===== config.mk =====
export PLATFORM = sky130hd
export DESIGN_NAME = fifo_status_tracker
export DESIGN_NICKNAME = d
export VERILOG_FILES = /design/src/rtl/fifo_status_tracker.sv
export SDC_FILE = /design/constraint.sdc
export NUM_CORES = 1
export LEC_CHECK = 0
export CORE_UTILIZATION = 52
export CTS_BUF_LIST = sky130_fd_sc_hd__clkbuf_4 sky130_fd_sc_hd__clkbuf_8
export DETAILED_ROUTE_END_ITERATION = 10
export PLACE_DENSITY = 0.85
export RECOVER_POWER = 25
export SLEW_MARGIN = 20
export SYNTH_ARGS = -nofsm -noshare
export SYNTH_HDL_FRONTEND = slang
export SYNTH_SLANG_ARGS = --single-unit
export TNS_END_PERCENT = 30

===== constraint.sdc =====
create_clock -name clk -period 3.63 [get_ports clk]
set_input_delay 0.5445 -clock clk [delete_from_list [all_inputs] [get_ports clk]]
set_output_delay 0.5445 -clock clk [all_outputs]
set_load 0.02 [all_outputs]

===== src/rtl/fifo_status_tracker.sv =====
`default_nettype none
// ============================================================================
// Module   : fifo_status_tracker
// Brief    : Occupancy and status tracker for the five QoS FIFOs
//            (bit order [0]=MF, [1]=V0, [2]=V1, [3]=D0, [4]=D1).
//            It produces registered empty, sticky-error and almost-full/empty
//            flags from push/pop strobes and programmable thresholds.
//            Optional macro FIFO_STATUS_OCC_EN adds the occ_total output,
//            which is the aggregate occupancy of all five FIFOs.
// Revision : 1.0 - initial release
// ============================================================================
module fifo_status_tracker #(
    parameter int ADDR_W = 2
) (
    input  logic              clk,
    input  logic              reset,
    input  logic [4:0]        push,
    input  logic [4:0]        pop,
    input  logic              load_th,
    input  logic [ADDR_W:0]   umbral_alto,
    input  logic [ADDR_W:0]   umbral_bajo,
    input  logic              clr_err,
    output logic [4:0]        FIFO_EMPTIES,
    output logic [4:0]        FIFO_ERRORS,
    output logic [4:0]        almost_full,
    output logic [4:0]        almost_empty
`ifdef FIFO_STATUS_OCC_EN
    ,
    output logic [ADDR_W+3:0] occ_total
`endif
);

    localparam int              c_NUM_FIFO = 5;
    // DEPTH = 2**ADDR_W, built as a literal so it carries the counter width
    localparam logic [ADDR_W:0] c_DEPTH    = {1'b1, {ADDR_W{1'b0}}};
    localparam logic [ADDR_W:0] c_ALTO_RST = {1'b0, {ADDR_W{1'b1}}};
    localparam logic [ADDR_W:0] c_BAJO_RST = {{ADDR_W{1'b0}}, 1'b1};

    logic [c_NUM_FIFO-1:0][ADDR_W:0] r_cnt;
    logic [c_NUM_FIFO-1:0][ADDR_W:0] w_cntNext;
    logic [ADDR_W:0]                 r_alto;
    logic [ADDR_W:0]                 r_bajo;
    logic [ADDR_W:0]                 w_altoNext;
    logic [ADDR_W:0]                 w_bajoNext;
    logic [c_NUM_FIFO-1:0]           w_errEv;
    logic [c_NUM_FIFO-1:0]           w_emptyNext;
    logic [c_NUM_FIFO-1:0]           w_fullNext;
    logic [c_NUM_FIFO-1:0]           w_lowNext;

    // Thresholds are clamped to DEPTH on load; the flags evaluated at the load
    // edge already see the new values, so the flags compare against these nets.
    assign w_altoNext = load_th ? ((umbral_alto > c_DEPTH) ? c_DEPTH : umbral_alto) : r_alto;
    assign w_bajoNext = load_th ? ((umbral_bajo > c_DEPTH) ? c_DEPTH : umbral_bajo) : r_bajo;

    for (genvar i = 0; i < c_NUM_FIFO; i++) begin : g_fifo
        logic [ADDR_W:0] w_next;
        logic            w_err;

        // Saturating next-count and error event; a pop on an empty FIFO is
        // rejected even when a push in the same cycle is accepted.
        always_comb begin
            w_next = r_cnt[i];
            w_err  = 1'b0;
            case ({push[i], pop[i]})
                2'b10: begin
                    if (r_cnt[i] == c_DEPTH) w_err  = 1'b1;
                    else                     w_next = r_cnt[i] + 1'b1;
                end
                2'b01: begin
                    if (r_cnt[i] == '0) w_err  = 1'b1;
                    else                w_next = r_cnt[i] - 1'b1;
                end
                2'b11: begin
                    if (r_cnt[i] == '0) begin
                        w_err  = 1'b1;
                        w_next = c_BAJO_RST;  // count of one
                    end
                end
                default: ;
            endcase
        end

        assign w_cntNext[i]   = w_next;
        assign w_errEv[i]     = w_err;
        assign w_emptyNext[i] = (w_next == '0);
        assign w_fullNext[i]  = (w_next >= w_altoNext);
        assign w_lowNext[i]   = (w_next <= w_bajoNext);
    end

    // Counter, threshold and flag registers; the flags come from next-state
    // values so a strobe shows up right after the edge that samples it.
    always_ff @(posedge clk or negedge reset) begin
        if (!reset) begin
            r_cnt        <= '0;
            r_alto       <= c_ALTO_RST;
            r_bajo       <= c_BAJO_RST;
            FIFO_EMPTIES <= '1;
            FIFO_ERRORS  <= '0;
            almost_full  <= '0;
            almost_empty <= '1;
        end else begin
            r_cnt        <= w_cntNext;
            r_alto       <= w_altoNext;
            r_bajo       <= w_bajoNext;
            FIFO_EMPTIES <= w_emptyNext;
            // A new error event beats clr_err on the same bit
            FIFO_ERRORS  <= (FIFO_ERRORS & {c_NUM_FIFO{~clr_err}}) | w_errEv;
            almost_full  <= w_fullNext;
            almost_empty <= w_lowNext;
        end
    end

`ifdef FIFO_STATUS_OCC_EN
    logic [ADDR_W+3:0] w_occNext;

    // Sum of the five next-state counts
    always_comb begin
        w_occNext = '0;
        for (int k = 0; k < c_NUM_FIFO; k++) begin
            w_occNext = w_occNext + {3'b000, w_cntNext[k]};
        end
    end

    // Registered aggregate occupancy, same timing as the flags
    always_ff @(posedge clk or negedge reset) begin
        if (!reset) occ_total <= '0;
        else        occ_total <= w_occNext;
    end
`endif

endmodule
`default_nettype wire


==> reports/results.ini <==
[synthesis]
synth_nets=366
yosys_warnings=0
synth_compound_area_share_pct=14.9
syn-mean-instance-area_um2=10.5
synth_top_area_share_pct=22.6
synth-seq-cells=41
synthArstFlopShare_pct=100
synthMuxAreaShare_pct=5.49
synth_simple_gate_area_share_pct=15.2
synth_top_flop_cell=dfrtp_1
syn-cell-area_mm2=0.00310
synthTopCellsByArea=dfrtp_1 (23%), ha_1 (20%), dfstp_2 (11%), inv_1 (5.0%), mux4_2 (2.9%)
synthXorXnorAreaFrac_pct=1.41
synth_fa_ha_area_share_pct=20.5
syn_inst=296
post-synth-top-area-cell=dfrtp_1
ys_seq_area_share_pct=33.7
synth_top_family_by_area=adder cells
synth_cell_types=43
synth_edf_count=0

[timing]
fmax_mhz=366
timing.final.crit_share_pct=75.2
slew_headroom_pct=-43.4
drv_slew=42
clock_skew_ns=0.00789
hold_violations=0
setup_viol=0
period_minus_slack_ns=2.73
worst_slew_pin_slew_ns=2.15
tns_ns=0
rsz0062_at_grt=no

[cts]
root_buffer=clkbuf_8
numClockSinks=41
clockBufferDepth=2
post_cts_buffers=0
cts_hold_buf=0
cts_tree=done
clkTransAtPathRegs_ns=0.08
cts-resized-gates=0
htree_levels=2
worstSkewPairLatency_ns=0.30
cts_buffers=5

[detailed_routing]
dr_wl_met2_um=2910
wl_um=5820
drc_errors=0
dr.pass1.iters=4
first_iter_violations=136
maxUsedRoutingLayer=met4
num_vias=2269
met1Wirelength_um=2610
viasPerCell=5.63
wl_met3_um=230
ant_nets=0
wl_per_cell_um=14.4

[final_layout]
area_delta_synth_final_pct=14.3
fin_util_pct=63.1
drive_above_1_share_pct=11.8
layout.nets=400
antennaDiodeCount=0

[status]
status=complete, but fails checks
violations=capacitance limit, slew limit

[global_routing]
grt_pass1_vias=2314
grt_max_degree=42
overflow=0
antenna_found_initial=0
grt_use_total_pct=20.6
grt_pass1_wl_um=10000

[setup_path]
end_kind=flip-flop
cp_max_fo=4
cp_data_arrival_time_ns=2.92
cp_cell_sequence=inv_1 > ha_1 > nand2b_1 > ha_1 > inv_1 > mux4_2 > inv_1 > ha_1 > nand2b_1 > a21o_1 > a21o_1
cp.required_ns=3.83
max_stage_delay_ns=0.50
cp_top_family=adder cells
cp_num_buf_inv=3
critical_path_class=reg -> reg
setup.worst_path.start_class=flip-flop
slowest_stage=mux4_2

[placed_design]
gp_congestion=0.810
io_buffers=39
hpwl_um=4460

[floorplanning]
rows=27
dieWidth_um=79.2
die_h_um=79.2
io_pins=40
core_region_area_mm2=0.00561
die_area_mm2=0.00627
start_util_pct=55.2

[hold_path]
hold_path_class=reg -> reg

[power]
irDropWorstVdd_mv=0.379
p_leak_nw=1.66
power.density_mw_per_mm2=839

[flow_run]
cap_viol_max_count=1

==> per-stage QoR <==
stage          hold WS (ns)  instance area (um^2)  cells  worst slack (ns)  power (mW)
2_1_floorplan         0.249                  3100    296              1.12        2.18
3_5_place_dp          0.520                  3450    395             0.826        2.68
6_report              0.528                  3540    403             0.901        2.97
3_3_place_gp          0.516                  3450    395             0.914        2.57
4_1_cts               0.404                  3540    403             0.900        2.99
5_1_grt               0.559                  3540    403             0.733        3.26
==> routing by layer <==
layer  GRT usage [%]  vias up
met3            4.37        9
met4            5.64        0
li1                -     1110
met1            25.1     1102
met2            36.5       48
met5               0        -
==> logic make-up after synthesis <==
| kind of cell | count (synthesis) |
|---|---|
| and+or+nand+nor | 69 |
| adders and majority gates | 51 |
| DFF | 41 |
| buffers and inverters | 53 |
| AOI/OAI and AO/OA | 65 |
| muxes | 12 |
| xor gates and xnor gates | 5 |
==> cells in the mapped netlist, types with 3 or more instances <==
library cell and count:
mux4_2 4, and3_1 5, nor2_1 7, ha_1 50, nand3b_1 4, inv_1 41
a311o_1 3, nand3_1 5, nor3_2 3, buf_2 3, buf_6 5, o22ai_1 5
nor2b_1 14, nand2_1 8, xnor2_1 5, a21oi_1 7, dfstp_2 13, mux2i_1 8
dfrtp_1 28, a21o_1 11, nand2b_1 8, o21a_1 8, nor4bb_1 5, o21ai_0 14
a211oi_1 3, o22a_1 3
==> final timing paths <==
path	startpoint	to	slack, ns	cells after the start
hold reg to reg	FIFO_ERRORS[1]$_DFF_PN0_	FIFO_ERRORS[1]$_DFF_PN0_	0.53	2
setup reg to reg	r_cnt[3]$_DFF_PN0_	almost_full[1]$_DFF_PN0_	0.90	11
setup / recovery	r_cnt[3]$_DFF_PN0_	almost_full[1]$_DFF_PN0_	0.90	11
min in group asynchronous	reset	almost_full[4]$_DFF_PN0_	0.87	1
max in group asynchronous	reset	r_bajo[1]$_DFF_PN0_	1.53	1
hold / removal	FIFO_ERRORS[1]$_DFF_PN0_	FIFO_ERRORS[1]$_DFF_PN0_	0.53	2
==> sequential cells by signal, summed over array words and instances, names as in the netlist <==
signal        count
almost_empty      5
FIFO_EMPTIES      5
r_bajo            3
almost_full       5
r_cnt            15
FIFO_ERRORS       5
r_alto            3
==> area by class of cell <==
cell class,count,area [um^2]
Sequential cell,41,1040
Inverter,41,154
Clock inverter,2,10.0
Multi-Input combinational cell,202,1780
Clock buffer,6,76.3
Tap cell,72,90.1
Timing Repair Buffer,39,384
Fill cell,476,2070
==> placed cells by master, fill, tap and decap left out, types with 8 or more instances in the layout <==
cell	netlist	routed
clkdlybuf4s50_1	0	38
ha_1	50	50
nand2b_1	8	8
inv_1	41	41
mux2i_1	8	8
nand2_1	8	8
dfstp_2	13	13
a21o_1	11	11
o21ai_0	14	14
o21a_1	8	8
nor2b_1	14	14
dfrtp_1	28	28
==> worst register-to-register path: stages (launching register included) <==
cell	delay [ns]
dfrtp_1	0.41
inv_1	0.15
ha_1	0.28
nand2b_1	0.15
ha_1	0.30
inv_1	0.04
mux4_2	0.50
inv_1	0.11
ha_1	0.22
nand2b_1	0.14
a21o_1	0.17
a21o_1	0.16
==> power by group <==
part	total, mW	leakage, nW	switching [mW]	internal [mW]
logic	1.82	1.14	0.930	0.889
registers	0.853	0.471	0.157	0.696
clock network	0.297	0.0484	0.156	0.141
(Power assumes the default switching activity.)
